[src/rtl/spi_pkg.sv]
// Shared types and defaults for the spi_master block.
package spi_pkg;

  typedef logic [7:0] byte_t;

  localparam int NSLAVES_DEF = 2;

  typedef enum logic [1:0] {
    IDLE,
    SHIFT,
    HOLD,
    DONE
  } state_e;

endpackage

[src/rtl/spi_master_if.sv]
// Control-side request/response signals and the board-level SPI bus of spi_master.
interface spi_master_if import spi_pkg::*; #(
  parameter int NSLAVES = NSLAVES_DEF
);
  logic [NSLAVES-1:0] ss;
  logic               strobe;
  byte_t              toXmit;
  byte_t              Rcvd;
  logic               Ready;
  logic               busy;
  logic               SCLK;
  logic               MOSI;
  logic               MISO;
  logic [NSLAVES-1:0] SS_n;

  modport master (
    input  ss, strobe, toXmit, MISO,
    output Rcvd, Ready, busy, SCLK, MOSI, SS_n
  );

  modport slave (
    output ss, strobe, toXmit, MISO,
    input  Rcvd, Ready, busy, SCLK, MOSI, SS_n
  );
endinterface

[src/rtl/spi_sclk_gen.sv]
// SCLK half-period timer: down-counter of CLK_DIV clocks producing a tick at the
// end of each half-period and the running half-period index while run_i is high.
module spi_sclk_gen #(
  parameter int CLK_DIV = 2
) (
  input  logic       Clk_i,
  input  logic       Rst_i,
  input  logic       run_i,
  output logic       tick_o,
  output logic [4:0] half_o
);
  localparam int            CW   = (CLK_DIV > 1) ? $clog2(CLK_DIV) : 1;
  localparam logic [CW-1:0] LOAD = CW'(CLK_DIV - 1);

  logic [CW-1:0] cnt_q, cnt_d;
  logic [4:0]    half_q, half_d;

  always_comb begin
    tick_o = run_i && (cnt_q == '0);
    cnt_d  = cnt_q;
    half_d = half_q;
    if (!run_i) begin
      cnt_d  = LOAD;
      half_d = '0;
    end else if (tick_o) begin
      cnt_d  = LOAD;
      half_d = half_q + 5'd1;
    end else begin
      cnt_d = cnt_q - CW'(1);
    end
  end

  always_ff @(posedge Clk_i) begin
    if (Rst_i) begin
      cnt_q  <= LOAD;
      half_q <= '0;
    end else begin
      cnt_q  <= cnt_d;
      half_q <= half_d;
    end
  end

  assign half_o = half_q;
endmodule

[src/rtl/spi_master.sv]
// SPI mode-0 master, 8-bit MSB-first full duplex, NSLAVES shared-bus slaves.
// Define SPI_MASTER_ASSERT_EN to compile in simulation assertions.
//
// state | meaning
// IDLE  | waiting for a strobe rising edge with a non-zero ss
// SHIFT | 16 SCLK half-periods; sample MISO on rise, advance MOSI on fall
// HOLD  | one half-period with SCLK low and the select still asserted
// DONE  | select released; Rcvd/Ready updated on the way back to IDLE
module spi_master import spi_pkg::*; #(
  parameter int NSLAVES = NSLAVES_DEF,
  parameter int CLK_DIV = 2
) (
  input logic          Clk_i,
  input logic          Rst_i,
  spi_master_if.master bus
);
  state_e             state_q, state_d;
  logic               strobe_q, strobe_d;
  byte_t              tx_q, tx_d;
  byte_t              rx_q, rx_d;
  byte_t              rcvd_q, rcvd_d;
  logic               ready_q, ready_d;
  logic               busy_q, busy_d;
  logic               sclk_q, sclk_d;
  logic               mosi_q, mosi_d;
  logic [NSLAVES-1:0] ss_n_q, ss_n_d;

  logic               start;
  logic [NSLAVES-1:0] lowest_sel;
  logic               run;
  logic               tick;
  logic [4:0]         half;

  assign start      = bus.strobe & ~strobe_q;
  assign lowest_sel = bus.ss & (~bus.ss + NSLAVES'(1));
  assign run        = (state_q == SHIFT) || (state_q == HOLD);

  spi_sclk_gen #(.CLK_DIV(CLK_DIV)) u_sclk_gen (
    .Clk_i  (Clk_i),
    .Rst_i  (Rst_i),
    .run_i  (run),
    .tick_o (tick),
    .half_o (half)
  );

  always_comb begin
    state_d  = state_q;
    strobe_d = bus.strobe;
    tx_d     = tx_q;
    rx_d     = rx_q;
    rcvd_d   = rcvd_q;
    ready_d  = 1'b0;
    busy_d   = busy_q;
    sclk_d   = sclk_q;
    mosi_d   = mosi_q;
    ss_n_d   = ss_n_q;
    case (state_q)
      IDLE: begin
        if (start && (bus.ss != '0)) begin
          tx_d    = bus.toXmit;
          ss_n_d  = ~lowest_sel;
          busy_d  = 1'b1;
          mosi_d  = bus.toXmit[7];
          sclk_d  = 1'b0;
          state_d = SHIFT;
        end
      end
      SHIFT: begin
        if (tick) begin
          if (!half[0]) begin
            rx_d   = {rx_q[6:0], bus.MISO};
            sclk_d = 1'b1;
          end else begin
            sclk_d = 1'b0;
            if (half != 5'd15) begin
              // rotate so the next bit to send is always in bit 7
              tx_d   = {tx_q[6:0], tx_q[7]};
              mosi_d = tx_q[6];
            end else begin
              state_d = HOLD;
            end
          end
        end
      end
      HOLD: begin
        if (tick) begin
          ss_n_d  = '1;
          state_d = DONE;
        end
      end
      DONE: begin
        rcvd_d  = rx_q;
        ready_d = 1'b1;
        busy_d  = 1'b0;
        state_d = IDLE;
      end
      default: state_d = IDLE;
    endcase
  end

  always_ff @(posedge Clk_i) begin
    if (Rst_i) begin
      state_q  <= IDLE;
      strobe_q <= 1'b0;
      tx_q     <= '0;
      rx_q     <= '0;
      rcvd_q   <= '0;
      ready_q  <= 1'b0;
      busy_q   <= 1'b0;
      sclk_q   <= 1'b0;
      mosi_q   <= 1'b0;
      ss_n_q   <= '1;
    end else begin
      state_q  <= state_d;
      strobe_q <= strobe_d;
      tx_q     <= tx_d;
      rx_q     <= rx_d;
      rcvd_q   <= rcvd_d;
      ready_q  <= ready_d;
      busy_q   <= busy_d;
      sclk_q   <= sclk_d;
      mosi_q   <= mosi_d;
      ss_n_q   <= ss_n_d;
    end
  end

  assign bus.Rcvd  = rcvd_q;
  assign bus.Ready = ready_q;
  assign bus.busy  = busy_q;
  assign bus.SCLK  = sclk_q;
  assign bus.MOSI  = mosi_q;
  assign bus.SS_n  = ss_n_q;

`ifdef SPI_MASTER_ASSERT_EN
  a_ss_onehot: assert property (@(posedge Clk_i) disable iff (Rst_i)
    start |-> $onehot(bus.ss))
    else $error("spi_master: ss not one-hot at start edge");
  a_no_start_busy: assert property (@(posedge Clk_i) disable iff (Rst_i)
    start |-> !busy_q)
    else $error("spi_master: start edge while busy");
  a_one_select: assert property (@(posedge Clk_i) disable iff (Rst_i)
    $countones(~ss_n_q) <= 1)
    else $error("spi_master: more than one SS_n low");
  a_ready_pulse: assert property (@(posedge Clk_i) disable iff (Rst_i)
    ready_q |=> !ready_q)
    else $error("spi_master: Ready high two cycles");
`endif
endmodule

[src/flat_wrapper.sv]
// flat-port wrapper written by rule: the top's interface ports become plain ports
module spi_master_flat import spi_pkg::*;
#(
  parameter int NSLAVES = NSLAVES_DEF,
  parameter int CLK_DIV = 2
)
  (Clk_i, Rst_i, bus_ss, bus_strobe, bus_toXmit, bus_MISO, bus_Rcvd, bus_Ready, bus_busy, bus_SCLK, bus_MOSI, bus_SS_n);
  spi_master_if #(.NSLAVES(NSLAVES)) bus_i ();
  input logic Clk_i;
  input logic Rst_i;
  input wire logic [$bits(bus_i.ss)-1:0] bus_ss;
  input wire logic [$bits(bus_i.strobe)-1:0] bus_strobe;
  input wire logic [$bits(bus_i.toXmit)-1:0] bus_toXmit;
  input wire logic [$bits(bus_i.MISO)-1:0] bus_MISO;
  output wire logic [$bits(bus_i.Rcvd)-1:0] bus_Rcvd;
  output wire logic [$bits(bus_i.Ready)-1:0] bus_Ready;
  output wire logic [$bits(bus_i.busy)-1:0] bus_busy;
  output wire logic [$bits(bus_i.SCLK)-1:0] bus_SCLK;
  output wire logic [$bits(bus_i.MOSI)-1:0] bus_MOSI;
  output wire logic [$bits(bus_i.SS_n)-1:0] bus_SS_n;
  assign bus_i.ss = bus_ss;
  assign bus_i.strobe = bus_strobe;
  assign bus_i.toXmit = bus_toXmit;
  assign bus_i.MISO = bus_MISO;
  assign bus_Rcvd = bus_i.Rcvd;
  assign bus_Ready = bus_i.Ready;
  assign bus_busy = bus_i.busy;
  assign bus_SCLK = bus_i.SCLK;
  assign bus_MOSI = bus_i.MOSI;
  assign bus_SS_n = bus_i.SS_n;
  spi_master #(.NSLAVES(NSLAVES), .CLK_DIV(CLK_DIV)) u_core (.Clk_i(Clk_i), .Rst_i(Rst_i), .bus(bus_i));
endmodule
[config.mk]
export PLATFORM = sky130hd
export DESIGN_NAME = spi_master_flat
export DESIGN_NICKNAME = d
export VERILOG_FILES = /design/src/rtl/spi_pkg.sv /design/src/rtl/spi_master_if.sv /design/src/rtl/spi_sclk_gen.sv /design/src/rtl/spi_master.sv /design/src/flat_wrapper.sv
export SDC_FILE = /design/constraint.sdc
export NUM_CORES = 1
export LEC_CHECK = 0
export CELL_PAD_IN_SITES_DETAIL_PLACEMENT = 0
export CELL_PAD_IN_SITES_GLOBAL_PLACEMENT = 1
export CORE_MARGIN = 3
export CORE_UTILIZATION = 40
export DETAILED_ROUTE_END_ITERATION = 12
export MAX_ROUTING_LAYER = met4
export PLACE_DENSITY_LB_ADDON = 0.1
export SETUP_SLACK_MARGIN = 0.3
export SLEW_MARGIN = 20
export SYNTH_ARGS = -nofsm -noshare
export SYNTH_HDL_FRONTEND = slang
export SYNTH_HIERARCHICAL = 1
export SYNTH_SLANG_ARGS = --single-unit
[constraint.sdc]
create_clock -name Clk_i -period 2.75 [get_ports Clk_i]
set_input_delay 0.55 -clock Clk_i [delete_from_list [all_inputs] [get_ports Clk_i]]
set_output_delay 0.55 -clock Clk_i [all_outputs]
set_load 0.02 [all_outputs]
# Word level (Yosys, flattened, before mapping)
# Index checks and enable logic that the tools add are counted.
# word_totals
reg_bits,39
latch_bits,0
mem_bits_rw,0
rom_bits,0
out_inout_bits,14
n_memories,0
# classes
add_sub_neg,3
n_mul,0
div,0
order_cmp,0
eq_ne,10
shifts,0
muxes,25
n_bitwise,8
n_reduce_logical,16
# op_table
op,n
8-bit two-way mux,4
8-bit case mux with 2 select lines,1
2-bit two-way mux,6
5-bit AND reduction,2
1-bit two-way mux,9
3-bit AND reduction,3
2-bit case mux with 4 select lines,1
2-bit nonzero test,4
"2-bit by 1-bit != test with 1-bit output, second input constant",3
"2-bit != test, second input constant",3
1-bit case mux with 2 select lines,3
"5-bit by 1-bit adder with 5-bit output, second input constant",1
"5-bit by 4-bit != test with 1-bit output, second input constant",1
"2-bit == test, second input constant",2
1-bit inverter,4
2-bit inverter,2
2-bit case mux with 2 select lines,1
3-bit OR reduction,1
"2-bit by 1-bit adder with 2-bit output, second input constant",1
2-bit AND,1
"2-bit by 1-bit == test with 1-bit output, second input constant",1
1-bit logical AND,2
2-bit zero test,1
2-bit AND reduction,1
other kinds (4),4

# Depth between registers and ports, before layout
# Gate-level depths: netlist (run 1).
# logic_depth
depth_word,6
depth_mapped,9

# By module
# Netlist (run 1), hierarchy kept.
# modules_own_cells
module,n_inst,cells_each,area_each_um2
spi_master,1,155,1440.1
spi_sclk_gen,1,27,291.5

# Worst setup path after synthesis (run 1)
# No wires, ideal clock.
# synth_path
kind,register to register
startpoint,reg u_core.state_q[1]
endpoint,reg u_core.tx_q[3]
arrival_time_ps,1879
required_ps,2659
path_slack_ps,780
stages_incl_launch_ff,10
n_path_buf,2
synth_period_minus_slack_ps,1970
path_cell_list,dfxtp_1 inv_1 ha_1 buf_4 nor2b_1 nand3_1 o22ai_2 buf_4 a21oi_1 a311oi_1
# synth_via
elab_chain_len,5
elab_cells_between_ends,12
classes_between,6 x eq/ne; 1 x mux; 5 x reduce/logical
# synth_rtl
element,line_no,text
"start, declared",spi_master.sv:17,"state_e state_q, state_d;"
"start signal, assigned",spi_master.sv:114,state_q <= state_d;
2-bit by 1-bit == test with 1-bit output or 2-bit == test (tied branches),spi_master.sv:36,assign run = (state_q == SHIFT) || (state_q == HOLD);
1-bit logical OR *,spi_master.sv:36,
named net u_core.run,spi_master.sv:30,logic run;
1-bit logical AND *,spi_sclk_gen.sv:19,tick_o = run_i && (cnt_q == '0);
named net u_core.tick,spi_master.sv:31,logic tick;
2-bit by 1-bit != test with 1-bit output (no source line) *,n/a,
5-bit AND reduction (no source line) *,n/a,
"end signal, assigned",spi_master.sv:116,tx_q <= tx_d;
"end, declared",spi_master.sv:19,"byte_t tx_q, tx_d;"
# Mark *: on every way through the listed nets, which the timed path passes. The rest lies on a longest branch.
# A chain may end at the register's enable or synchronous reset.

# Worst setup path after layout (run 1)
# layout_path
startpoint,reg u_core.state_q[0]
endpoint,reg u_core.tx_q[6]
# The elaborated chain is that of the path after synthesis.

==> results of run 1 <==
-- routing by layer --
layer	vias up	wire, µm	GRT usage
met5	-	0	-
met4	0	46	0.0501
met3	5	153	0.0463
met2	23	1650	0.241
met1	645	1670	0.180
li1	700	-	-
-- cell usage after synthesis (2+ instances only) --
| library cell | count | area, µm² |
|---|---|---|
| ha_1 | 5 | 62.6 |
| buf_4 | 3 | 22.5 |
| o21ai_0 | 5 | 25.0 |
| or2_2 | 2 | 12.5 |
| clkbuf_1 | 3 | 11.3 |
| a21oi_1 | 20 | 100 |
| nor2b_1 | 6 | 37.5 |
| nor2_1 | 15 | 56.3 |
| buf_6 | 2 | 22.5 |
| a311oi_1 | 8 | 70.1 |
| nand3b_1 | 5 | 37.5 |
| nand2b_1 | 3 | 18.8 |
| a21o_1 | 2 | 15.0 |
| buf_2 | 3 | 15.0 |
| nand4b_1 | 2 | 17.5 |
| mux2i_1 | 21 | 210 |
| inv_1 | 3 | 11.3 |
| or3b_1 | 3 | 26.3 |
| nand2_1 | 16 | 60.1 |
| and3_1 | 2 | 12.5 |
| dfxtp_1 | 38 | 761 |
-- cell type report --
type / instances / area [µm²] / share of cell area
well taps: 50 / 62.6 / 0.0291
clock inverters: 1 / 5.00 / 0.00233
repair buffers: 33 / 328 / 0.153
flip-flops and latches: 38 / 761 / 0.354
multi-input cells: 128 / 888 / 0.413
clock buffers: 7 / 86.3 / 0.0402
inverters: 5 / 18.8 / 0.00873
-- worst min-delay path: stages (launching register included) --
cell and delay, ns:
dfxtp_1 0.32, nand2_1 0.06, a21oi_1 0.05
-- registers in the layout, summed over array words and instances, names as in the netlist --
signal / flops
u_core/tx_q: 7
u_core/bus.Ready: 1
u_core/rx_q: 8
u_core/u_sclk_gen/half_o: 5
u_core/bus.MOSI: 1
u_core/state_q: 2
u_core/bus.busy: 1
u_core/u_sclk_gen/cnt_q: 1
u_core/bus.Rcvd: 8
u_core/bus.SS_n: 2
u_core/bus.SCLK: 1
u_core/strobe_q: 1
-- timing repair --
item,in CTS,in global routing
resized for setup,0,1
buffers inserted,0,2
setup endpoints to repair,0,8
-- power groups by stage --
stage                     registers [µW]  clock network (µW)  logic [µW]
final                                700                 390         811
after global routing                 716                 419         885
after CTS                            702                 406         705
after detailed placement             712                   0         701
after global placement               707                   0         675
after floorplan                      717                   0         566
-- worst min-delay path by stage --
stage / from / end / slack (ns) / cells after the start
after global placement: u_core/rx_q[7] / u_core/rx_q[7] / 0.45 / 2
after CTS: u_core/rx_q[7] / u_core/rx_q[7] / 0.47 / 2
after detailed placement: u_core/rx_q[7] / u_core/rx_q[7] / 0.46 / 2
after global routing: u_core/rx_q[1] / u_core/rx_q[2] / 0.49 / 2
final: u_core/rx_q[3] / u_core/rx_q[4] / 0.47 / 2
after floorplan: u_core/rx_q[7] / u_core/rx_q[7] / 0.44 / 2
-- cell families (layout without fill, tap and decap cells) --
family | after synthesis | after routing | synth area share
mux | 21 | 21 | 0.121
xor+xnor | 1 | 1 | 0.00506
simple gates | 60 | 60 | 0.190
compound gates | 41 | 41 | 0.156
flops | 38 | 38 | 0.439
buf+inv | 16 | 46 | 0.0520
fa+ha+maj | 5 | 5 | 0.0361
-- stage by stage --
step | power (µW) | cells | setup WS (ns)
final | 1900 | 262 | 0.525
after global routing | 2020 | 262 | 0.340
after CTS | 1810 | 260 | 0.324
after detailed placement | 1410 | 252 | 0.358
after global placement | 1380 | 252 | 0.516
after floorplan | 1280 | 182 | 0.780
-- placed cells by master, fill, tap and decap left out, types with 3 or more instances in the layout --
cell             synthesis  final
buf_4                    3      5
ha_1                     5      5
mux2i_1                 21     21
a21oi_1                 20     20
or3b_1                   3      3
nor2b_1                  6      6
nand2b_1                 3      3
a311oi_1                 8      8
nand2_1                 16     16
nor2_1                  15     15
clkbuf_8                 0      6
o21ai_0                  5      5
nand3b_1                 5      5
clkdlybuf4s50_1          0     27
dfxtp_1                 38     38
inv_1                    3      3
==> impl_metrics.yaml, run 1 <==
sta:
  hold_viol_final: 0
  drv_slew: 0
  rsz0062_at_grt: "no"
  fin_skew_ns: 0.00479
  period_minus_slack_ns: 2.22
  timing.hold.ws_ns: 0.471
  fmax_mhz: 450
  fin_tns_setup_ns: 0
  post-route-period-util: 0.809
  finalSetupViolCount: 0
  max_slew_margin: 0.595
  worstMarginPinSlew_ns: 0.605
worst_setup_path:
  cp_data_required_time_ns: 2.94
  cp-start-kind: "register"
  path_buf_inv: 2
  r2r-start: "u_core/state_q[0]"
  path_max_fanout: 15
  path_class: "register to register"
  crit_arrival_ns: 2.42
  critPathTopFamily: "simple AND/OR/NAND/NOR gates"
  r2r-end: "u_core/tx_q[6]"
  crit_path_max_incr_delay_ns: 0.47
  path_cells: "inv_1 > ha_1 > nor2b_1 > nand3_1 > o22ai_4 > buf_12 > a21oi_1 > a311oi_1"
  r2r_slack_ns: 0.53
  endpoint_kind: "register"
  crit_cells: 8
  crit_path_start: "u_core/state_q[0]"
  reg2reg_depth: 8
  cp_slowest_cell: "ha_1"
  crit_end: "u_core/tx_q[6]"
floorplanning:
  die_y_um: 71.8
  rows: 23
  dieArea_mm2: 0.00515
  io-pin-count: 28
  die-width_um: 71.8
  coreArea_mm2: 0.00409
  start_util: 0.424
synth:
  seq_area_frac_synth: 0.439
  syn_avg_cell_area_um2: 9.51
  syn_nets: 201
  ys_ff_latch: 38
  async_flop_share: 0
  synth-edff-count: 0
  ys_warn_count: 6
  synth_cell_types: 36
  synth_area_mm2: 0.00173
  yosys_most_used_dff: "dfxtp_1"
  syn_inst: 182
clocking:
  cts_buffer_depth: 2
  cts_tree: "built"
  cts.sinks: 38
  h-tree-depth: 2
  cts-root-buf: "clkbuf_8"
  numCtsBuffers: 5
  clkTransAtPathRegs_ns: 0.07
  hold_buffers: 0
  clkLatencyLatePin_ns: 0.29
detailed_routing:
  drt_first_iter_violations: 30
  wl_per_cell_um: 13.5
  drc_errors: 0
  firstDrtPassIters: 4
  route.vias.total: 1373
  vias_per_cell: 5.24
  routed_wl_um: 3530
  drtAntennaViolNets: 0
global_routing:
  grt_usage: 0.150
  antenna_found_initial: 0
  grt_pass1_wl_um: 5940
  grt_pass1_vias: 1304
  grt.overflow.total: 0
  grt_max_degree: 20
hold_path:
  hold_class: "register to register"
power_and_ir_drop:
  vdd.ir_drop.worst_uv: 371
  seqPwrFrac: 0.368
  p_leak_uw: 0.000787
  pwr-share-comb: 0.427
  pwr_density_cell_mw_per_mm2: 885
  power_frac_clock: 0.205
  p_sw_uw: 675
  sw_frac_of_total: 0.355
  p_int_uw: 1230
layout:
  nNetsFinal: 230
  fillers: 379
  layout-drive-gt1-share: 0.0943
  final_area_mm2: 0.00215
  antennaDiodeCount: 0
  postLayoutCoreUtil: 0.526
  syn2layout_area_growth_pct: 24.1
job:
  drv_cap: 0
placement:
  dp_hpwl_um: 2550
  place.port_buffers: 27
  gp_congestion: 0.818
  dpl_cell_area_mm2: 0.00202
run_status:
  outcome: "finished, final reports clean"
Power figures use the tool's default switching activity.
==> inputs of run 2 (changes only) <==
--- a/config.mk
+++ b/config.mk
@@ -8,7 +8,7 @@
 export CELL_PAD_IN_SITES_DETAIL_PLACEMENT = 0
 export CELL_PAD_IN_SITES_GLOBAL_PLACEMENT = 1
 export CORE_MARGIN = 3
-export CORE_UTILIZATION = 40
+export CORE_UTILIZATION = 36
 export DETAILED_ROUTE_END_ITERATION = 12
 export MAX_ROUTING_LAYER = met4
 export PLACE_DENSITY_LB_ADDON = 0.1
==> constraint.sdc (replaced) <==
create_clock -name Clk_i -period 1.8 [get_ports Clk_i]
set_input_delay 0.36 -clock Clk_i [delete_from_list [all_inputs] [get_ports Clk_i]]
set_output_delay 0.36 -clock Clk_i [all_outputs]
set_load 0.02 [all_outputs]
==> impl_metrics.yaml, run 2 (synthesis gave the netlist of run 1 again) <==
worst_setup_path:
  crit_path_start: "u_core/state_q[0]"
  cp_data_required_time_ns: 2.00
  crit_path_max_incr_delay_ns: 0.34
  r2r-start: "u_core/state_q[0]"
  crit_arrival_ns: 1.83
  path_max_fanout: 14
  path_cells: "buf_4 > ha_1 > buf_4 > o22ai_4 > buf_12 > buf_4 > a21oi_2 > a311oi_1"
  endpoint_kind: "register"
  cp_slowest_cell: "dfxtp_2"
  path_class: "register to register"
  cp_common_cell: "buf_4"
  cp-start-kind: "register"
global_routing:
  grtUsageMet1: 0.169
  grt.busiest_layer: "met2"
  grt_pass1_wl_um: 6310
  grt_max_degree: 27
  grtUsageMet3: 0.0409
  antenna_found_initial: 0
  globalRouteMet2Util: 0.255
  grt_pass1_vias: 1382
  grt_usage: 0.150
  grt.overflow.total: 0
hold_path:
  min_from: "u_core/rx_q[7]"
  hold_class: "register to register"
floorplanning:
  io-pin-count: 28
  die_y_um: 75.4
  rows: 24
  coreArea_mm2: 0.00450
  start_util: 0.384
  dieArea_mm2: 0.00568
  die-width_um: 75.4
detailed_routing:
  route.vias.total: 1444
  vias_per_cell: 5.19
  drt_first_iter_violations: 65
  drtAntennaViolNets: 0
  drc_errors: 0
  wl_per_cell_um: 13.4
  routed_wl_um: 3720
  firstDrtPassIters: 6
power_and_ir_drop:
  pwr_density_cell_mw_per_mm2: 1420
  p_leak_uw: 0.000944
  power_uw: 3340
  vdd.ir_drop.worst_uv: 625
clocking:
  clkLatencyLatePin_ns: 0.29
  cts_tree: "built"
  cts.sinks: 38
  numCtsBuffers: 5
  h-tree-depth: 2
  clkTransAtPathRegs_ns: 0.08
  cts_buffer_depth: 2
  hold_buffers: 0
  cts-root-buf: "clkbuf_8"
layout:
  syn2layout_area_growth_pct: 35.3
  stdcell_count: 278
  postLayoutCoreUtil: 0.520
  fillers: 427
  antennaDiodeCount: 0
  final_area_mm2: 0.00234
  final-seq-area_um2: 763
  mostFrequentLayoutCells: "dfxtp_1 (36), mux2i_1 (21), a21oi_1 (18)"
  final_common_cell: "dfxtp_1"
  nNetsFinal: 244
  layout-drive-gt1-share: 0.226
  multi_input_area_um2: 953
placement:
  gp_congestion: 0.779
  dp_hpwl_um: 2650
  dpl_cell_area_mm2: 0.00214
  placedCellCount: 263
  place.port_buffers: 27
job:
  drv_cap: 0
sta:
  period_minus_slack_ns: 1.63
  fmax_mhz: 613
  rsz0062_at_grt: "yes"
  finalSetupViolCount: 0
  fin_skew_ns: 0.00536
  max_slew_margin: 0.585
  hold_viol_final: 0
  fin_tns_setup_ns: 0
  worstMarginPinSlew_ns: 0.622
  post-route-period-util: 0.907
  drv_slew: 0
run_status:
  outcome: "finished, final reports clean"
## run 2: changes by cell type in the layout (fill, tap and decap cells not counted), sizes merged
cell / before / now
clkdlybuf4s50: 27 / 12
buf: 6 / 20
dlygate4sd2: 0 / 14
clkbuf: 7 / 5
bufinv: 0 / 1
clkinv: 2 / 3
dlymetal6s2s: 0 / 1
## run 2: metal layers
metal / share of wire / vias to the layer above
met4: 0.0086 / 0
li1: - / 730
met1: 0.46 / 691
met5: 0 / -
met3: 0.029 / 4
met2: 0.50 / 19
## run 2: path summary, 6_finish.rpt
kind,to,slack (ns),depth (start not counted)
worst min register to register,u_core/rx_q[7],0.46,2
worst max register to register,u_core/tx_q[4],0.17,8
worst min-delay path,u_core/rx_q[7],0.46,2
worst max-delay path,u_core/tx_q[4],0.17,8
## run 2: area by class of cell
cell class / instances / area share
Sequential cell: 38 / 0.326
Tap cell: 52 / 0.0278
Inverter: 5 / 0.0101
Clock inverter: 3 / 0.0171
Timing Repair Buffer: 47 / 0.183
Multi-Input combinational cell: 128 / 0.407
Clock buffer: 5 / 0.0294
## run 2: timing repair
item | in CTS | in global routing
pin swaps | 2 | 5
buffers inserted | 6 | 1
gates resized for setup | 22 | 4
endpoints found under the setup margin | 33 | 27
## run 2: report_power, final
| part | internal, µW | switching (µW) |
|---|---|---|
| Clock | 408 | 300 |
| Combinational | 815 | 739 |
| Sequential | 977 | 99.5 |
| Total | 2200 | 1140 |
## run 2: per-stage QoR
step                      hold slack, ns  setup WS (ns)
after floorplan                    0.432          0.123
after global placement             0.443        0.00515
after detailed placement           0.456        -0.0405
after CTS                          0.466          0.177
after global routing               0.491         0.0868
final                              0.465          0.168
## run 2: critical path, delay by kind of cell (launching register included)
family | cells | cell delay (ns)
AOI/OAI and AO/OA | 3 | 0.39
DFF | 1 | 0.34
buffers and inverters | 4 | 0.58
adders and majority gates | 1 | 0.23
